File: src/rtl/uart_pkg.sv
// Shared types and constants for the UART receive path.
package uart_pkg;

    localparam int unsigned BAUD_W_DEF = 20;
    localparam int unsigned K_MIN      = 4;
    localparam int unsigned SHIFT_W    = 10;
    localparam int unsigned NBITS_W    = 4;

    localparam logic PAR_EVEN = 1'b0;
    localparam logic PAR_ODD  = 1'b1;

    typedef enum logic [1:0] {
        ST_IDLE  = 2'd0,
        ST_START = 2'd1,
        ST_DATA  = 2'd2,
        ST_DONE  = 2'd3
    } rx_state_t;

endpackage

File: src/rtl/sync_2ff.sv
// Two-flop synchronizer for a single asynchronous input.
module sync_2ff #(
    parameter logic RST_VAL = 1'b1
) (
    input  logic clk,
    input  logic rst,
    input  logic d,
    output logic q
);

    logic r_meta;
    logic r_sync;

    always_ff @(posedge clk) begin
        if (rst) begin
            r_meta <= RST_VAL;
            r_sync <= RST_VAL;
        end else begin
            r_meta <= d;
            r_sync <= r_meta;
        end
    end

    assign q = r_sync;

endmodule

File: src/rtl/uart_rx_engine.sv
// UART serial receive engine: start-bit validation, mid-bit sampling,
// 7/8-bit reassembly with optional parity, and error reporting.
module uart_rx_engine
    import uart_pkg::*;
#(
    parameter int unsigned BAUD_W = BAUD_W_DEF
) (
    input  logic              clk,
    input  logic              rst,
    input  logic              rx,
    input  logic [BAUD_W-1:0] k,
    input  logic              eight,
    input  logic              pen,
    input  logic              ohel,
    input  logic              rdy_in,
    output logic [7:0]        rx_data,
    output logic              rx_done,
    output logic              perr,
    output logic              ferr,
    output logic              ovf
);

    rx_state_t            r_state;
    rx_state_t            w_state_nxt;

    logic                 w_rx_s;
    logic                 r_rx_prev;
    logic                 w_fall;

    logic [BAUD_W-1:0]    r_cnt;
    logic [BAUD_W-1:0]    r_k;
    logic [BAUD_W-1:0]    w_k_eff;
    logic [BAUD_W-1:0]    w_half;
    logic                 w_half_tc;
    logic                 w_bit_tc;

    logic [NBITS_W-1:0]   r_bit_cnt;
    logic [NBITS_W-1:0]   w_nbits;
    logic                 w_last_bit;
    logic [SHIFT_W-1:0]   r_shift;
    logic [SHIFT_W-1:0]   w_frame;

    logic                 r_eight;
    logic                 r_pen;
    logic                 r_ohel;

    logic [7:0]           w_data;
    logic                 w_par_bit;
    logic                 w_par_exp;
    logic                 w_stop_bit;
    logic                 w_perr;

    logic [7:0]           r_rx_data;
    logic                 r_rx_done;
    logic                 r_perr;
    logic                 r_ferr;
    logic                 r_ovf;

    sync_2ff #(
        .RST_VAL (1'b1)
    ) u_sync_rx (
        .clk (clk),
        .rst (rst),
        .d   (rx),
        .q   (w_rx_s)
    );

    assign w_fall  = r_rx_prev & ~w_rx_s;
    assign w_k_eff = (k < BAUD_W'(K_MIN)) ? BAUD_W'(K_MIN) : k;

    // START ends half a bit after the edge; the detection cycle counts as one.
    assign w_half     = r_k >> 1;
    assign w_half_tc  = (r_cnt == (w_half - BAUD_W'(2)));
    assign w_bit_tc   = (r_cnt == (r_k - BAUD_W'(1)));

    assign w_nbits    = NBITS_W'(8) + {3'b000, r_eight} + {3'b000, r_pen};
    assign w_last_bit = (r_bit_cnt == (w_nbits - NBITS_W'(1)));

    // Samples enter at the MSB, so a short frame sits in the upper bits.
    assign w_frame    = r_shift >> (NBITS_W'(SHIFT_W) - w_nbits);
    assign w_data     = r_eight ? w_frame[7:0] : {1'b0, w_frame[6:0]};
    assign w_par_bit  = r_eight ? w_frame[8] : w_frame[7];
    assign w_stop_bit = w_frame[w_nbits - NBITS_W'(1)];
    assign w_par_exp  = (r_ohel == PAR_ODD) ? ~^w_data : ^w_data;
    assign w_perr     = r_pen & (w_par_bit != w_par_exp);

    always_ff @(posedge clk) begin
        if (rst) begin
            r_state <= ST_IDLE;
        end else begin
            r_state <= w_state_nxt;
        end
    end

    always_comb begin
        w_state_nxt = r_state;
        case (r_state)
            ST_IDLE: begin
                if (w_fall) begin
                    w_state_nxt = ST_START;
                end
            end
            ST_START: begin
                if (w_half_tc) begin
                    w_state_nxt = w_rx_s ? ST_IDLE : ST_DATA;
                end
            end
            ST_DATA: begin
                if (w_bit_tc && w_last_bit) begin
                    w_state_nxt = ST_DONE;
                end
            end
            ST_DONE: begin
                w_state_nxt = ST_IDLE;
            end
            default: begin
                w_state_nxt = ST_IDLE;
            end
        endcase
    end

    // Baud/bit counters, frame configuration latch and shift register.
    always_ff @(posedge clk) begin
        if (rst) begin
            r_rx_prev <= 1'b1;
            r_cnt     <= '0;
            r_k       <= BAUD_W'(K_MIN);
            r_bit_cnt <= '0;
            r_shift   <= '0;
            r_eight   <= 1'b0;
            r_pen     <= 1'b0;
            r_ohel    <= 1'b0;
        end else begin
            r_rx_prev <= w_rx_s;
            case (r_state)
                ST_IDLE: begin
                    if (w_fall) begin
                        r_cnt     <= '0;
                        r_bit_cnt <= '0;
                        r_shift   <= '0;
                        r_k       <= w_k_eff;
                        r_eight   <= eight;
                        r_pen     <= pen;
                        r_ohel    <= ohel;
                    end
                end
                ST_START: begin
                    r_cnt <= w_half_tc ? '0 : r_cnt + BAUD_W'(1);
                end
                ST_DATA: begin
                    if (w_bit_tc) begin
                        r_cnt     <= '0;
                        r_shift   <= {w_rx_s, r_shift[SHIFT_W-1:1]};
                        r_bit_cnt <= r_bit_cnt + NBITS_W'(1);
                    end else begin
                        r_cnt <= r_cnt + BAUD_W'(1);
                    end
                end
                default: begin
                    r_cnt <= '0;
                end
            endcase
        end
    end

    // Result registers hold until the next completed frame.
    always_ff @(posedge clk) begin
        if (rst) begin
            r_rx_data <= '0;
            r_rx_done <= 1'b0;
            r_perr    <= 1'b0;
            r_ferr    <= 1'b0;
            r_ovf     <= 1'b0;
        end else begin
            r_rx_done <= 1'b0;
            if (r_state == ST_DONE) begin
                r_rx_done <= 1'b1;
                r_rx_data <= w_data;
                r_perr    <= w_perr;
                r_ferr    <= ~w_stop_bit;
                r_ovf     <= rdy_in;
            end
        end
    end

    assign rx_data = r_rx_data;
    assign rx_done = r_rx_done;
    assign perr    = r_perr;
    assign ferr    = r_ferr;
    assign ovf     = r_ovf;

endmodule

File: config.mk
export PLATFORM = sky130hd
export DESIGN_NAME = uart_rx_engine
export DESIGN_NICKNAME = d
export VERILOG_FILES = /design/src/rtl/uart_pkg.sv /design/src/rtl/sync_2ff.sv /design/src/rtl/uart_rx_engine.sv
export SDC_FILE = /design/constraint.sdc
export NUM_CORES = 1
export LEC_CHECK = 0
export BUFFER_PORTS_ARGS = -buffer_cell sky130_fd_sc_hd__buf_4
export CORE_MARGIN = 4
export CORE_UTILIZATION = 45
export CTS_CLUSTER_DIAMETER = 80
export DETAILED_ROUTE_END_ITERATION = 8
export PLACE_DENSITY_LB_ADDON = 0.08
export REMOVE_ABC_BUFFERS = 1
export SYNTH_ARGS = -nofsm -noshare
export SYNTH_HDL_FRONTEND = slang
export SYNTH_HIERARCHICAL = 1
export SYNTH_SLANG_ARGS = --single-unit
File: constraint.sdc
create_clock -name clk -period 4.3 [get_ports clk]
set_clock_uncertainty 0.05 [all_clocks]
set_input_delay 0.86 -clock clk [delete_from_list [all_inputs] [get_ports clk]]
set_output_delay 0.86 -clock clk [all_outputs]
set_load 0.01 [all_outputs]
=== Word-level counts from Yosys, hierarchy flattened ===
Cells that the tools add are included.

* Flip-flop bits (word level): 74
* Output and inout port bits: 12
* Input bits: 27
* Logic and storage cells: 72

* Add/sub/neg operators: 8
* Reduce and logical (&&, ||, !) cells: 8
* Magnitude comparators: 2
* Equal/unequal tests: 11
* Bitwise logic cells: 4
* Multiplexer cells: 22
* Shift operators: 1

{| class="wikitable"
|+ Operator list
! cell !! count
|-
| 2-to-1 mux 20 bit || 4
|-
| one-hot mux 20 bit (3 select lines) || 1
|-
| equality test 20 bit || 2
|-
| adder 20 x 1 -> 20 bit, second input constant || 1
|-
| less-than comparator 20 x 3 -> 1 bit, second input constant || 1
|-
| 2-to-1 mux 10 bit || 2
|-
| one-hot mux 10 bit (2 select lines) || 1
|-
| subtractor 19 x 2 -> 20 bit, second input constant || 1
|-
| subtractor 20 x 1 -> 20 bit, second input constant || 1
|-
| >> shifter 10 x 4 -> 10 bit || 1
|-
| 2-to-1 mux 2 bit || 4
|-
| 2-to-1 mux 4 bit || 2
|-
| 2-to-1 mux 8 bit || 1
|-
| != test 2 bit, second input constant || 4
|-
| one-hot mux 2 bit (4 select lines) || 1
|-
| one-hot mux 4 bit (2 select lines) || 1
|-
| XNOR reduction 8 bit || 1
|-
| parity 8 bit || 1
|-
| AND reduction 3 bit || 2
|-
| less-than comparator 4 x 5 -> 1 bit, second input constant || 1
|-
| adder 4 x 1 -> 4 bit || 1
|-
| adder 4 x 1 -> 4 bit, first input constant || 1
|-
| adder 4 x 1 -> 4 bit, second input constant || 1
|-
| binary-select mux 1 bit (select 4 bit) || 1
|-
| 13 further kinds || 19
|}

=== Longest topological paths before layout ===
Gate-level depths: netlist (run 1).

* Depth after elaboration: 9
* Gate-level depth with buffers: 13

=== Hierarchy ===
Netlist (run 1), hierarchy kept.

{| class="wikitable"
|+ By module, submodules not included
! module !! instances !! area each (um^2) !! cells each
|-
| uart_rx_engine || 1 || 4860.9 || 623
|-
| sync_2ff || 1 || 52.6 || 4
|}

=== Worst setup path after synthesis (run 1) ===
No wires, ideal clock.

* Kind: reg2reg
* From: register r_k[2]
* To: register with a tool-made name
* Data required time: 4.180 ns
* Cell stages (with the launch flop): 11
* Buffers on the path: 2
* Data arrival time: 3.257 ns
* Setup slack: 0.923 ns
* Library setup time: 0.070 ns
* Path through: dfxtp_1 -> buf_6 -> or4_4 -> buf_6 -> or3_4 -> a2111oi_4 -> o2111ai_1 -> or4_4 -> o32a_4 -> a2111o_1 -> a21oi_1

{| class="wikitable"
|+ RTL lines
! item !! RTL line !! text
|-
| from (decl) || uart_rx_engine.sv:31 || <nowiki>logic [BAUD_W-1:0] r_k;</nowiki>
|-
| from (signal assigned) || uart_rx_engine.sv:127 || <nowiki>r_k <= BAUD_W'(K_MIN);</nowiki>
|-
| from (signal assigned) || uart_rx_engine.sv:141 || <nowiki>r_k <= w_k_eff;</nowiki>
|}

=== Final worst setup path (run 1) ===
* From: register r_k[11]
* To: register r_bit_cnt[0]

* Longest elaborated chain between the ends: 4

{| class="wikitable"
|+ Ends and longest elaborated chain
! item !! RTL line !! text
|-
| subtractor 20 x 1 -> 20 bit || uart_rx_engine.sv:74 || <nowiki>assign w_bit_tc = (r_cnt == (r_k - BAUD_W'(1)));</nowiki>
|-
| equality test 20 bit || uart_rx_engine.sv:74 ||
|-
| != test 2 bit (no source line) || -- ||
|-
| AND reduction 3 bit (no source line) || -- ||
|-
| to (signal assigned) || uart_rx_engine.sv:154 || <nowiki>r_bit_cnt <= r_bit_cnt + NBITS_W'(1);</nowiki>
|-
| to (decl) || uart_rx_engine.sv:37 || <nowiki>logic [NBITS_W-1:0] r_bit_cnt;</nowiki>
|}

No other way between the ends.
A chain may end at the register's enable or synchronous reset.

==> results of run 1 <==
==> power breakdown <==
| group | total, µW | internal [µW] | leakage (µW) | switching, µW |
|---|---|---|---|---|
| clock | 488 | 232 | 0.0000815 | 256 |
| combinational | 459 | 161 | 0.00121 | 299 |
| sequential | 734 | 703 | 0.000598 | 31.2 |
==> cell usage after synthesis, types with 5 or more instances <==
cell type	number
inv_1	17
and3_1	5
o41ai_1	9
nor4_1	13
nand2b_1	13
o21ai_0	13
buf_1	5
a21oi_1	62
xor2_1	27
xnor2_1	46
and2_1	5
or4_1	6
and4_1	6
nand3_1	25
dfxtp_1	74
nor3_1	10
nand4_1	16
o211ai_1	14
ha_1	12
clkbuf_1	47
o31ai_1	5
nand2_1	82
or3_1	6
nor2_1	30
==> metal layers <==
layer	vias to the layer above	share of wire, %	global-route usage (%)
met5	-	0	0
met4	0	3.3	8.574
met3	28	4.0	4.313
met2	108	49	36.11
met1	2127	44	24.68
li1	2222	-	-
==> stage by stage <==
| step | hold WS, ns | util (%) | worst slack (ns) |
|---|---|---|---|
| floorplan | 0.3332 | - | 0.2733 |
| global placement | 0.3437 | 49.65 | 0.6061 |
| detailed placement | 0.3517 | 49.65 | 0.3946 |
| CTS | 0.3793 | 51.17 | 0.3859 |
| global route | 0.3842 | 51.23 | 0.1415 |
| finish | 0.3751 | 51.23 | 0.4677 |
==> final timing paths <==
check | start | end
min | u_sync_rx/r_meta$_SDFF_PP1_ | u_sync_rx/q$_SDFF_PP1_
max | r_k[11]$_SDFFE_PP0P_ | r_bit_cnt[0]$_SDFFE_PP0P_
min reg2reg | u_sync_rx/r_meta$_SDFF_PP1_ | u_sync_rx/q$_SDFF_PP1_
max reg2reg | r_k[11]$_SDFFE_PP0P_ | r_bit_cnt[0]$_SDFFE_PP0P_
==> logic make-up (layout without fill, tap and decap cells) <==
family / count (synthesis) / after routing
AO/OA/AOI/OAI: 144 / 144
XOR/XNOR: 73 / 73
adder cells (fa/ha/maj): 12 / 12
buffers and inverters: 75 / 76
flip-flops: 74 / 74
multiplexers: 9 / 9
AND/OR/NAND/NOR: 240 / 240
==> state kept, by name (all words and copies together), names as in the netlist, 4 cells and up, named ones only <==
register	count
r_shift	10
r_bit_cnt	4
r_cnt	20
rx_data	8
r_k	20
==> layout make-up <==
| type | count | area (µm²) | share of cell area [%] |
|---|---|---|---|
| Multi-Input combinational cell | 478 | 3144 | 58.66 |
| Sequential cell | 74 | 1481 | 27.64 |
| Tap cell | 136 | 170.2 | 3.175 |
| Timing Repair Buffer | 45 | 337.8 | 6.303 |
| Inverter | 18 | 67.56 | 1.261 |
| Clock buffer | 13 | 158.9 | 2.965 |
==> critical path, cell delays in order (launching register included) <==
cell and delay, ns:
dfxtp_1 0.40, nor4_1 0.75, a21oi_1 0.15, or4_1 0.44, a2111oi_0 0.44, o2111a_1 0.33, a31oi_2 0.44, or4_1 0.62
a21oi_1 0.14
==> metrics.txt, run 1 <==
status completed; sequential element share of the synthesized area 30.15%; placed inst area 0.005195 mm²; Die W 112.5 µm; Total Power 1682 µW; initial antenna violation count 0; Synth area leader dfxtp_1; Post-synth EDFFs 0; first-pass iteration count of the detailed router 5; fmax between 200 and 300 MHz; Synth Area in Compound Gates 19.46%; R2R cell count 8; post-synthesis adder-cell area fraction approximately 3.1%; Syn Inst Count approximately 630; layout cells sized above 1 11.78%; Distinct cells, synth 61; I/O pin cnt 39; FF-to-FF setup slack 0.47 ns; first-pass GRT wire length 21.22 mm; setup TNS 0 ns; H-tree depth reported by CTS 3; most frequent cells in the layout nand2_1, dfxtp_1, a21oi_1; ranking of synthesized cells by area dfxtp_1, xnor2_1, a21oi_1, nand2_1, xor2_1; Max Buffers Root-to-Sink 2; CP arrival 4.09 ns; Slew @ Worst Pin around 1.1 ns; Worst Hold Depth 1; Tcrit/Tclk final a little under 90%; maxcap violations 0; maximum fanout along the worst path 27; Cells after DPL between 700 and 800; yosys warns 6; post_cts resized 0; Area Overhead vs Synth 9.091%; Clock Tree Root clkbuf_8; CTS tree built; Vias roughly 4500; Via density 5.870; type of the worst setup path reg2reg; # setup viols final 0; Site Rows 37; Global Route Usage Sum between 20% and 30%; CTS clk-pin slew, worst paths 0.08 ns; Static Leak 0.001887 µW; CTS sink cnt between 70 and 80; cts hold-fix bufs 0; postcts setup bufs 0; largest family of logic cells by synthesized area simple AND/OR/NAND/NOR gates; Clock Latency Late Sink roughly 0.38 ns; grt ovf 0; Worst setup EP type register; XOR/XNOR Fraction of Synth Area 13.01%; mux contribution to synthesized area between 2 and 3%; die height roughly 110 µm; vias in the first global route about 4300; minimum clock period 3.832 ns; slew margin rel. around 25%; critical path required time 4.56 ns; Critical Path Source Type register; Final Hold Viols 0; top-area cell type share of the netlist area 30.15%; Core Area 0.01046 mm²; DR WL/cell roughly 17 µm; drt total wl ~13 mm; area of the die about 0.013 mm²; Final ANT Viol Nets 0; final slew viol count 0; maximum VDD drop approximately 0.17 mV; initial core utilization between 40% and 50%; Num CTS Buffers 9; ys async rst share 0%; Synth Area in Simple Gates 25.34%; IO Port Bufs 38; Initial DRC Count approximately 260; largest net degree at the start of global routing 54; post-route insts no fill 764; final instance area 0.005360 mm²; nets@finish 665; post-DP HPWL slightly above 9 mm; commonest non-fill, non-tap cell in the layout nand2_1; diode count 0; fillers 1054; global placer's final weighted congestion 0.9150; Worst Hold Class reg2reg; RSZ-0062 raised after global routing no; number of remaining DRC errors 0; Synth Flop Type dfxtp_1; Syn Area/Cell 7.836 µm²; synthesized area ~0.0049 mm²; Pwr Density 313.7 mW/mm²; Synth Register Bits 74
(Power assumes the default switching activity.)
==> inputs of run 2 (changes only) <==
--- a/config.mk
+++ b/config.mk
@@ -6,7 +6,7 @@
 export NUM_CORES = 1
 export LEC_CHECK = 0
 export BUFFER_PORTS_ARGS = -buffer_cell sky130_fd_sc_hd__buf_4
-export CORE_MARGIN = 4
+export CORE_MARGIN = 2
 export CORE_UTILIZATION = 45
 export CTS_CLUSTER_DIAMETER = 80
 export DETAILED_ROUTE_END_ITERATION = 8
==> metrics.txt, run 2 (synthesized netlist as in run 1, its figures left out) <==
Vias 4479; most frequent cells in the layout nand2_1, dfxtp_1, a21oi_1; Final ANT Viol Nets 0; first-pass iteration count of the detailed router 4; DR WL/cell ~17 µm; grt ovf 0; FF-to-FF setup slack between 0.5 and 0.6 ns; r2r endpoint r_shift[8]$_SDFFE_PP0P_; largest net degree at the start of global routing 54; first-pass GRT wire length 21.49 mm; area of the die 0.01177 mm²; Worst setup EP type register; Slew @ Worst Pin just under 0.9 ns; GR Layer Usage met1 27.64%; Num CTS Buffers 9; die height 108.5 µm; Site Rows 38; H-tree depth reported by CTS 3; gr busiest metal met2; post-DP HPWL 9.210 mm; Critical Path Source Type register; initial core utilization 45.73%; I/O pin cnt 39; Area Overhead vs Synth 10.75%; Worst Hold Class reg2reg; number of remaining DRC errors 0; Clock Tree Root clkbuf_8; post_cts resized 0; cts hold-fix bufs 0; CTS sink cnt 74; Clock Latency Late Sink 0.38 ns; fmax 264.8 MHz; layout cells sized above 1 12.66%; Tcrit/Tclk final 87.83%; IO Port Bufs 38; met2 Usage GRT 40.27%; GR met3 Demand/Resource 3.617%; CP arrival ~4.0 ns; CTS clk-pin slew, worst paths about 0.090 ns; maxcap violations 0; reg-to-reg critical path startpoint r_k[2]$_SDFFE_PP1P_; critical path required time 4.54 ns; final instance area 0.005441 mm²; hold_sp u_sync_rx/r_meta$_SDFF_PP1_; global placer's final weighted congestion 0.8857; Core Area ~0.011 mm²; CTS tree built; # setup viols final 0; status completed; initial antenna violation count 0; minimum clock period 3.777 ns; Via density just under 6; biggest registers after layout r_cnt x20, r_k x20, r_shift x10; R2R cell count 11; drt total wl 12.92 mm; Final Hold Viols 0; vias in the first global route 4386; final slew viol count 0; Worst Hold Depth 1; Pwr Density ~340 mW/mm²; postcts setup bufs 0; commonest non-fill, non-tap cell in the layout nand2_1; Total Power 1847 µW; diode count 0; Hold EP u_sync_rx/q$_SDFF_PP1_; type of the worst setup path reg2reg; placed inst area between 0.005 and 0.006 mm²; Global Route Usage Sum 23.50%; setup TNS 0 ns; maximum VDD drop 0.2071 mV; Max Buffers Root-to-Sink 2; maximum fanout along the worst path 16; Initial DRC Count 220; Die W 108.5 µm; Static Leak 0.001923 µW; RSZ-0062 raised after global routing no; nets@finish 666; slew margin rel. about two fifths
==> run 2: cell count changes in the layout (fill, tap and decap cells not counted) <==
cell        delta
buf_4          +1
bufinv_16      +2
clkbuf_1       -2
clkbuf_8       -1
clkinv_2       +1
clkinv_4       +2
clkinvlp_4     +1
==> run 2: worst max path at each step <==
stage	startpoint	to	slack, ns
detailed placement	r_k[2]$_SDFFE_PP1P_	r_shift[8]$_SDFFE_PP0P_	0.37
CTS	r_k[2]$_SDFFE_PP1P_	r_shift[8]$_SDFFE_PP0P_	0.35
floorplan	r_k[2]$_SDFFE_PP1P_	r_cnt[10]$_SDFFE_PP0P_	0.27
global placement	r_k[2]$_SDFFE_PP1P_	r_shift[8]$_SDFFE_PP0P_	0.60
global route	r_k[2]$_SDFFE_PP1P_	r_shift[8]$_SDFFE_PP0P_	0.18
finish	r_k[2]$_SDFFE_PP1P_	r_shift[8]$_SDFFE_PP0P_	0.52
==> run 2: per-stage QoR <==
stage / setup slack [ns] / instances / hold WS, ns / util [%]
floorplan: 0.2733 / 570 / 0.3332 / -
global placement: 0.6012 / 756 / 0.3550 / 48.46
detailed placement: 0.3741 / 756 / 0.3523 / 48.46
CTS: 0.3484 / 772 / 0.3827 / 50.58
global route: 0.1849 / 772 / 0.4122 / 50.64
finish: 0.5234 / 772 / 0.3767 / 50.64
==> run 2: power by group <==
group / internal, µW / switching, µW / leakage [µW] / total [µW]
Sequential: 703 / 33.3 / 0.000598 / 736
Clock: 343 / 287 / 0.000112 / 631
Combinational: 176 / 304 / 0.00121 / 480
Total: 1220 / 624 / 0.00192 / 1850
==> run 2: critical path, cell delays in order (launching register included) <==
cell       delay (ns)
dfxtp_1          0.40
inv_1            0.09
ha_1             0.27
nor4bb_2         0.60
nand2_1          0.17
o22a_1           0.26
a2111oi_0        0.32
o2111a_1         0.35
a31oi_2          0.31
buf_4            0.29
or4_1            0.49
o31ai_1          0.08
==> run 2: final cells by class <==
| cell class | instances | area (µm²) |
|---|---|---|
| Timing Repair Buffer | 46 | 345.3 |
| Sequential cell | 74 | 1481 |
| Multi-Input combinational cell | 478 | 3144 |
| Inverter | 18 | 67.56 |
| Fill cell | 1092 | 5304 |
| Tap cell | 140 | 175.2 |
| Clock buffer | 10 | 137.6 |
| Clock inverter | 6 | 90.09 |
==> run 2: layer usage <==
metal	routed length [µm]	share of wire (%)
met1	5640	44
met3	413	3.2
met5	0	0
met2	6321	49
met4	542	4.2
==> inputs of run 3 (changes only) <==
--- a/config.mk
+++ b/config.mk
@@ -5,6 +5,7 @@
 export SDC_FILE = /design/constraint.sdc
 export NUM_CORES = 1
 export LEC_CHECK = 0
+export ABC_AREA = 1
 export BUFFER_PORTS_ARGS = -buffer_cell sky130_fd_sc_hd__buf_4
 export CORE_MARGIN = 2
 export CORE_UTILIZATION = 45
==> metrics.txt, run 3 <==
status completed; Core Util, Final about 52%; layout cells sized above 1 11.84%; final instance area 0.006017 mm²; grt ovf 0; CTS tree built; initial core utilization 46.27%; Switching Fraction 41.43%; Num CTS Buffers 9; most frequent cells in the layout nand2_1, inv_1, nor2_1; fillers 1188; critical path required time 4.46 ns; slew margin rel. 53.13%; cell mode on critical path nor2_1; fmax 344.3 MHz; CP Cell Sequence inv_2 > ha_1 > nand2_1 > clkinv_1 > nand2_2 > nor2_1 > nor2_1 > nand2_1 > nor2_1 > nand2_1 > nor2_1 > nand3_1 > o21bai_4 > nand2_2 > a21oi_1 > nor3_1; sequential element share of the synthesized area 27.92%; biggest registers after layout r_cnt x20, r_k x20, r_shift x10; R2R cell count 16; ranking of synthesized cells by area dfxtp_1, nand2_1, inv_1, nor2_1, nand3_1; cts hold-fix bufs 0; Worst setup EP type register; ys async rst share 0%; Syn Area/Cell 6.228 µm²; Slew @ Worst Pin 0.7030 ns; RSZ-0062 raised after global routing no; synthesized area 0.005306 mm²; Net Switching approximately 1200 µW; Critical Path Source Type register; die height 112.6 µm; minimum clock period 2.904 ns; Worst Hold Depth 2; post-DP HPWL 11.75 mm; Post-synth EDFFs 0; setup TNS 0 ns; Core Area 0.01147 mm²; Synth area leader dfxtp_1; Synth Flop Type dfxtp_1; CTS sink cnt between 70 and 80; Area Overhead vs Synth 13.39%; I/O pin cnt 39; global placer's final weighted congestion 0.9247; commonest non-fill, non-tap cell in the layout nand2_1; Static Leak 0.002841 µW; Hold Slack 0.3626 ns; internal power 1701 µW; drt total wl 15.28 mm; DR WL/cell 14.83 µm; maximum VDD drop 0.3044 mV; yosys warns 6; Synth Register Bits 74; H-tree depth reported by CTS 3; area of the die 0.01268 mm²; CP arrival 3.07 ns; Site Rows 39; vias in the first global route 5212; Max stage delay on crit path ~0.45 ns; IO Port Bufs 38; first-pass GRT wire length about 26 mm; maximum fanout along the worst path 18; Final Hold Viols 0; slowest CP cell dfxtp_1; Vias about 5400; Tcrit/Tclk final about two thirds; top-area cell type share of the netlist area 27.92%; Distinct cells, synth 35; diode count 0; type of the worst setup path reg2reg; Max Buffers Root-to-Sink 2; Comb power frac 41.1%; Syn Inst Count 852; first-pass iteration count of the detailed router 5; initial antenna violation count 0; placed inst area about 0.0057 mm²; Die W 112.6 µm; Seq pwr share 30.4%; Worst Hold Class reg2reg; final slew viol count 0; Initial DRC Count 276; nets@finish 922; Final ANT Viol Nets 0; Via density 5.201; CTS clk-pin slew, worst paths 0.06 ns; maxcap violations 0; postcts setup bufs 0; Clock Tree Root clkbuf_16; Total Power about 2900 µW; post_cts resized 0; Clk pwr share 28.5%; # setup viols final 0; number of remaining DRC errors 0; most common cell in the netlist nand2_1; synth cell count leaders nand2_1, inv_1, nor2_1; Pwr Density 482.6 mW/mm²; Clock Latency Late Sink 0.35 ns; Global Route Usage Sum 25.37%; largest net degree at the start of global routing 40
-- run 3: cell count changes after synthesis, sizes merged, moves of 11 or more --
cell,delta
nor2,+86
nand2,+155
nor4,-11
clkbuf,-28
nand2b,-13
xnor2,-34
inv,+96
o21ai,+34
nand3,+42
-- run 3: layout make-up --
cell class	instances	area [µm²]	share of cell area, %
multi-input cells	639	3279	54.50
clock inverters	4	76.32	1.268
flip-flops and latches	74	1481	24.62
inverters	116	435.4	7.236
well taps	143	178.9	2.974
clock buffers	11	242.7	4.034
repair buffers	43	322.8	5.365
-- run 3: logic make-up (layout without fill, tap and decap cells) --
group           Yosys count  after routing  share of synthesized area [%]
compound gates          135            135                          15.19
xor+xnor                 30             30                          5.234
fa+ha+maj                12             12                          2.829
buf+inv                 139            174                          10.28
flops                    74             74                          27.92
simple gates            462            462                          38.55
-- run 3: worst max-delay path, delay by kind of cell, from the launching register on --
kind	cells	cell delay (ns)
and+or+nand+nor	11	1.13
AOI/OAI and AO/OA	2	0.59
DFF	1	0.45
adders and majority gates	1	0.29
buffers and inverters	2	0.24
-- run 3: power by group through the flow --
stage | combinational [µW] | sequential, µW | clock, µW
2_1_floorplan | 904 | 864 | 0
3_3_place_gp | 1170 | 892 | 0
3_5_place_dp | 1190 | 895 | 0
4_1_cts | 1200 | 881 | 844
5_1_grt | 1380 | 895 | 871
6_report | 1190 | 882 | 828
-- run 3: path summary, 6_finish.rpt --
check | start | to | slack, ns
hold / removal | u_sync_rx/r_meta$_SDFF_PP1_ | u_sync_rx/q$_SDFF_PP1_ | 0.36
hold reg to reg | u_sync_rx/r_meta$_SDFF_PP1_ | u_sync_rx/q$_SDFF_PP1_ | 0.36
setup / recovery | r_k[2]$_SDFFE_PP1P_ | r_shift[9]$_SDFFE_PP0P_ | 1.40
setup reg to reg | r_k[2]$_SDFFE_PP1P_ | r_shift[9]$_SDFFE_PP0P_ | 1.40
-- run 3: metrics by stage --
| step | std cells | setup slack (ns) |
|---|---|---|
| 2_1_floorplan | 829 | 1.449 |
| 3_5_place_dp | 1015 | 1.404 |
| 4_1_cts | 1030 | 1.399 |
| 3_3_place_gp | 1015 | 1.522 |
| 5_1_grt | 1030 | 1.004 |
| 6_report | 1030 | 1.396 |
-- run 3: routing by layer --
metal  track usage (%)  share of wire (%)  vias up  wire length [µm]
met5                 0                  0        -                 0
met4             12.28                3.4        0               515
li1                  -                  -     2799                 -
met2             42.99                 48       99              7289
met1             31.73                 45     2427              6940
met3             3.402                3.5       32               531
